===== config.mk =====
export PLATFORM = sky130hd
export DESIGN_NAME = writeback_stage_p
export DESIGN_NICKNAME = d
export VERILOG_FILES = /design/src/rtl/rv_wb_pkg.sv /design/src/rtl/load_extend.sv /design/src/rtl/writeback_stage_p.sv
export SDC_FILE = /design/constraint.sdc
export NUM_CORES = 1
export LEC_CHECK = 0
export ABC_CLOCK_PERIOD_IN_PS = 3300
export CORE_MARGIN = 4
export CORE_UTILIZATION = 52
export DETAILED_ROUTE_END_ITERATION = 8
export GPL_ROUTABILITY_DRIVEN = 0
export PLACE_DENSITY = 0.91
export REMOVE_ABC_BUFFERS = 1
export SYNTH_ARGS = -nofsm -noshare
export SYNTH_HDL_FRONTEND = slang
export SYNTH_SLANG_ARGS = --single-unit
export TNS_END_PERCENT = 30

===== constraint.sdc =====
create_clock -name clk -period 3.3 [get_ports clk]
set_input_delay 0.495 -clock clk [delete_from_list [all_inputs] [get_ports clk]]
set_output_delay 0.495 -clock clk [all_outputs]
set_load 0.01 [all_outputs]

===== src/rtl/rv_wb_pkg.sv =====
// Shared encodings for the RV32I writeback stage: result-select codes,
// load funct3 codes and the default datapath width.
package rv_wb_pkg;

   localparam int XLEN_DEF = 32;

   // Writeback result source select
   localparam logic [1:0] RES_ALU = 2'b00;
   localparam logic [1:0] RES_MEM = 2'b01;
   localparam logic [1:0] RES_PC4 = 2'b10;
   localparam logic [1:0] RES_IMM = 2'b11;

   // Load funct3 codes
   localparam logic [2:0] LD_B  = 3'b000;
   localparam logic [2:0] LD_H  = 3'b001;
   localparam logic [2:0] LD_W  = 3'b010;
   localparam logic [2:0] LD_BU = 3'b100;
   localparam logic [2:0] LD_HU = 3'b101;

endpackage


===== src/rtl/load_extend.sv =====
// Sub-word load extraction: picks the addressed byte/halfword out of the
// raw little-endian memory word and sign- or zero-extends it to XLEN.
// Halfword selection looks only at offset[1]; misaligned halves are
// trapped before they reach this stage.
module load_extend
   import rv_wb_pkg::*;
#(
   parameter int XLEN = XLEN_DEF
) (
   input  logic [XLEN-1:0] word_i,
   input  logic [1:0]      offset_i,
   input  logic [2:0]      load_type_i,
   output logic [XLEN-1:0] data_o
);

   logic [7:0]  byte_sel;
   logic [15:0] half_sel;

   // Select the addressed byte and halfword, then extend per load type
   always_comb begin
      byte_sel = word_i[8*offset_i +: 8];
      half_sel = offset_i[1] ? word_i[31:16] : word_i[15:0];
      data_o   = word_i;
      case (load_type_i)
         LD_B:    data_o = {{(XLEN-8){byte_sel[7]}}, byte_sel};
         LD_H:    data_o = {{(XLEN-16){half_sel[15]}}, half_sel};
         LD_BU:   data_o = {{(XLEN-8){1'b0}}, byte_sel};
         LD_HU:   data_o = {{(XLEN-16){1'b0}}, half_sel};
         LD_W:    data_o = word_i;
         default: data_o = word_i;   // reserved codes pass the full word
      endcase
   end

endmodule


===== src/rtl/writeback_stage_p.sv =====
// MEM/WB pipeline register plus writeback result selection.
// Capture priority per edge: FlushW > StallW > load. ValidW marks a real
// instruction in the WB slot; RegWriteW is only raised for a valid
// instruction with a nonzero destination, so x0 is never written.
// Optional feature macro: SUBWORD_LOAD_EN (byte/halfword load extraction;
// when undefined, load data is the raw memory word and LoadTypeM is ignored).
module writeback_stage_p
   import rv_wb_pkg::*;
#(
   parameter int XLEN = XLEN_DEF,
   parameter int RA_W = 5
) (
   input  logic            clk,
   input  logic            rst,
   input  logic            StallW,
   input  logic            FlushW,
   input  logic            RegWriteM,
   input  logic [1:0]      ResultSrcM,
   input  logic [2:0]      LoadTypeM,
   input  logic [RA_W-1:0] RdM,
   input  logic [XLEN-1:0] ALU_ResultM,
   input  logic [XLEN-1:0] ReadDataM,
   input  logic [XLEN-1:0] PCPlus4M,
   input  logic [XLEN-1:0] ImmExtM,
   output logic            RegWriteW,
   output logic [RA_W-1:0] RdW,
   output logic [XLEN-1:0] ResultW,
   output logic            ValidW
);

   logic            valid_q,      valid_d;
   logic            reg_write_q,  reg_write_d;
   logic [1:0]      result_src_q, result_src_d;
   logic [RA_W-1:0] rd_q,         rd_d;
   logic [XLEN-1:0] alu_result_q, alu_result_d;
   logic [XLEN-1:0] read_data_q,  read_data_d;
   logic [XLEN-1:0] pc_plus4_q,   pc_plus4_d;
   logic [XLEN-1:0] imm_ext_q,    imm_ext_d;
   logic [XLEN-1:0] load_data;

`ifdef SUBWORD_LOAD_EN
   logic [2:0] load_type_q, load_type_d;
`endif

   // Next-state: flush clears to a bubble, stall holds, otherwise capture M
   always_comb begin
      valid_d      = valid_q;
      reg_write_d  = reg_write_q;
      result_src_d = result_src_q;
      rd_d         = rd_q;
      alu_result_d = alu_result_q;
      read_data_d  = read_data_q;
      pc_plus4_d   = pc_plus4_q;
      imm_ext_d    = imm_ext_q;
`ifdef SUBWORD_LOAD_EN
      load_type_d  = load_type_q;
`endif
      if (FlushW) begin
         valid_d      = 1'b0;
         reg_write_d  = 1'b0;
         result_src_d = '0;
         rd_d         = '0;
         alu_result_d = '0;
         read_data_d  = '0;
         pc_plus4_d   = '0;
         imm_ext_d    = '0;
`ifdef SUBWORD_LOAD_EN
         load_type_d  = '0;
`endif
      end else if (!StallW) begin
         valid_d      = 1'b1;
         reg_write_d  = RegWriteM;
         result_src_d = ResultSrcM;
         rd_d         = RdM;
         alu_result_d = ALU_ResultM;
         read_data_d  = ReadDataM;
         pc_plus4_d   = PCPlus4M;
         imm_ext_d    = ImmExtM;
`ifdef SUBWORD_LOAD_EN
         load_type_d  = LoadTypeM;
`endif
      end
   end

   // WB pipeline register with asynchronous active-low clear
   always_ff @(posedge clk or negedge rst) begin
      if (!rst) begin
         valid_q      <= 1'b0;
         reg_write_q  <= 1'b0;
         result_src_q <= '0;
         rd_q         <= '0;
         alu_result_q <= '0;
         read_data_q  <= '0;
         pc_plus4_q   <= '0;
         imm_ext_q    <= '0;
`ifdef SUBWORD_LOAD_EN
         load_type_q  <= '0;
`endif
      end else begin
         valid_q      <= valid_d;
         reg_write_q  <= reg_write_d;
         result_src_q <= result_src_d;
         rd_q         <= rd_d;
         alu_result_q <= alu_result_d;
         read_data_q  <= read_data_d;
         pc_plus4_q   <= pc_plus4_d;
         imm_ext_q    <= imm_ext_d;
`ifdef SUBWORD_LOAD_EN
         load_type_q  <= load_type_d;
`endif
      end
   end

`ifdef SUBWORD_LOAD_EN
   load_extend #(
      .XLEN(XLEN)
   ) u_load_extend (
      .word_i      (read_data_q),
      .offset_i    (alu_result_q[1:0]),
      .load_type_i (load_type_q),
      .data_o      (load_data)
   );
`else
   // Word-only build: the load type has no effect on the result
   logic unused_load_type;
   assign unused_load_type = ^LoadTypeM;
   assign load_data        = read_data_q;
`endif

   // Result select on the registered source code
   always_comb begin
      ResultW = alu_result_q;
      case (result_src_q)
         RES_ALU: ResultW = alu_result_q;
         RES_MEM: ResultW = load_data;
         RES_PC4: ResultW = pc_plus4_q;
         RES_IMM: ResultW = imm_ext_q;
         default: ResultW = alu_result_q;
      endcase
   end

   assign ValidW    = valid_q;
   assign RdW       = rd_q;
   assign RegWriteW = reg_write_q & valid_q & (rd_q != '0);

endmodule


# Yosys cells after proc, flatten, opt, wreduce, memory -nomap -nowiden
# Index checks and enable logic that the tools add are counted.
# totals
word_cells	33
reg_bits	137
inputBits	143
output_inout_bits	39
# classes
eq_ne	4
n_bitwise	2
muxes	17
n_reduce_logical	2
# op_table
cell	count
32-bit 2-to-1 mux	8
32-bit case mux with 4 select lines	1
5-bit 2-to-1 mux	2
5-bit nonzero test	1
2-bit equality test, second input constant	2
1-bit 2-to-1 mux	4
2-bit 2-to-1 mux	2
1-bit bitwise AND	2
2-bit by 1-bit equality test with 1-bit output, second input constant	1
2-bit zero test	1
2-bit by 1-bit != test with 1-bit output, second input constant	1

# Logic depth before layout (Yosys ltp)
# logic_depth
depth_word	2
depth_mapped	4
depth_no_buf	2

# Worst setup path after synthesis
# No wires, ideal clock.
# synth_timing
path_type	register -> output
startpoint	reg result_src_q[0]
endpoint	out ResultW[0]
path_buffers	2
t_required_ps	2805
stages_incl_launch_ff	4
arrival_ps	1131
setup_slack_ps	1674
cell_sequence	dfrtp_1 -> buf_6 -> buf_12 -> mux4_2
# synth_via
elab_chain_len	2
word_cells_on_any_way	5
cone_classes	3 x eq/ne; 1 x mux; 1 x reduce/logical
# synth_lines
item	line_no	source
from (decl)	writeback_stage_p.sv:33	logic [1:0] result_src_q, result_src_d;
from (signal assigned)	writeback_stage_p.sv:102	result_src_q <= result_src_d;
2-bit equality test (tied with other cells)	writeback_stage_p.sv:133	case (result_src_q)
32-bit case mux with 4 select lines *	writeback_stage_p.sv:133	
to (decl)	writeback_stage_p.sv:27	output logic [XLEN-1:0] ResultW,
# Every way passes the cells marked *; elsewhere a longest branch is shown, timed or not.

# Worst setup path after layout
# layout_timing
startpoint	reg result_src_q[0]
endpoint	out ResultW[4]
# Same word-level chain as after synthesis.

==> metrics.cfg <==
[detailed_routing]
routed_wl_um = 15300
avgViaCountPerCell = 5.50
first_pass_iters = 4
drc = 0
wl_per_cell_um = 19.1
num_vias = 4419
drtAntennaViolNets = 0
drt_iter0_markers = 339

[timing]
fin_hold_ws_ns = 0.186
max_slew.worst_pin.slew_ns = 0.942
final.setup_skew_ns = 0
setup_tns_ns = 0
fmax_mhz = 370
maxSlewHeadroom_pct = 37.2
setup_viol = 0
rsz0062_at_grt = false
finalCritPeriodShare_pct = 81.9
finalCriticalPeriod_ns = 2.70
finalHoldViolations = 0
drv_slew = 0

[cts]
h-tree-depth = 4
insertion_delay_ns = 0.41
path_clk_slew_ns = 0.05
numCtsBuffers = 17
hold_buffers = 0
cts_setup_buffers = 0
cts.sinks = 137
cts.path.max_buffers = 2
cts_resized = 0
cts_root_buffer = clkbuf_16
cts_tree = yes

[global_route]
antenna_found_initial = 0
grt_max_degree = 106
grt_pass1_vias = 4949
grt_pass1_wl_um = 25200
grtUsageTotal_pct = 22.7
gr-total-overflow = 0

[floorplanning]
die_y_um = 118
io_pins = 182
fp.dieW_um = 118
dieArea_um2 = 14000
rows = 39
start_util_pct = 54.1
coreArea_um2 = 11700

[final_layout]
diodes = 0
num-nets-final = 795
design_area_um2 = 8640
layout_common_cells = 175 x clkdlybuf4s50_1, 136 x mux2i_1, 136 x nor2_1
fin_cells = 804
final_layout_size_suffix_gt1_share_pct = 10.6
area_delta_synth_final_pct = 36.8
final_common_cell = clkdlybuf4s50_1

[worst_setup_path]
crit_buf_inv = 2
cpPeakStageDelay_ns = 0.55
cp.arrival_ns = 2.21
path_class = reg -> out
crit_family = buffers and inverters
cp_data_required_time_ns = 2.80
worstSetupStartpointType = flip-flop
critPathMaxFanout = 18
crit_path_end_kind = output pin
critPathSlowestCell = mux4_2
path_cells = buf_4, mux4_2, clkdlybuf4s50_1

[yosys]
syn_area_per_cell_um2 = 13.1
synth_warnings = 0
synth.ff_latch_count = 137
yosysTopAreaCellShare_pct = 54.3
synth.cell_area_um2 = 6310
synth_cell_types = 14
synth.area.top_cells = dfrtp_1 54%, mux2i_1 22%, mux4_2 10%, nor2_1 8.1%, buf_4 1.7%
yosysSeqAreaShare_pct = 54.3
syn_inst = 483
synth_area_leader_cell = dfrtp_1

[power]
leakage_nw = 4.10
finalPower_w = 0.00417
p_per_area_nw_per_um2 = 482
ir_drop_mv = 0.303

[run_status]
status = completed

[placed_design]
placed_cells = 776
place_area_um2 = 8110
hpwl_um = 10500
io_buffers = 178

[job]
max_cap_viol_count = 0

[min_path]
hold_path_class = in -> async

## report_power, final
group | switching, W | internal, W
combinational | 0.000265 | 0.000370
clock | 0.000643 | 0.00106
sequential | 0.0000524 | 0.00178
## sequential cells by signal, indices dropped and copies added, names as in the netlist
name          flops
reg_write_q       1
pc_plus4_q       32
load_data        32
alu_result_q     32
imm_ext_q        32
RdW               5
ValidW            1
result_src_q      2
## area by class of cell
cell class                 count  area, µm²
sequential                   137       3430
fill                         758       3020
multi-input combinational    307       2630
timing repair buffer         188       1870
clock buffer                  25        515
tap                          143        179
clock inverter                 3       15.0
inverter                       1       3.75
## cells in the mapped netlist (all sizes together)
library cell	instances
o311a	1
dfrtp	137
clkbuf	15
buf	23
mux2i	136
a21oi	1
or3	1
nor2	136
mux4	32
inv	1
## worst paths after layout
path | from | endpoint | slack [ns] | cells past startpoint
worst max-delay path | result_src_q[0] | ResultW[4] | 0.60 | 3
worst min-delay path | rst | imm_ext_q[17] | 0.19 | 1
worst max register to register | result_src_q[1] | result_src_q[1] | 2.17 | 3
worst min register to register | imm_ext_q[5] | imm_ext_q[5] | 0.51 | 2
max in group asynchronous | rst | imm_ext_q[21] | 2.22 | 2
min in group clk | imm_ext_q[5] | imm_ext_q[5] | 0.51 | 2
## logic make-up after synthesis
group	count (synthesis)	synth area share [%]
buffers and inverters	39	4.14
AND/OR/NAND/NOR	137	8.18
flip-flops	137	54.3
AO/OA/AOI/OAI	2	0.238
multiplexers	168	33.1
## layer usage
metal,GRT usage [%],wire (µm),vias up
met2,38.8,7950,150
met3,7.16,996,26
met4,7.47,254,0
met1,27.4,6140,2222
met5,0,0,-
li1,-,-,2021
## through the flow
stage	worst slack [ns]	util, %
3_3_place_gp	1.02	69.5
6_report	0.597	74.1
5_1_grt	0.461	74.1
2_1_floorplan	0.694	-
4_1_cts	0.537	74.1
3_5_place_dp	0.985	69.5
No activity file was read; power rests on OpenSTA's default activity.
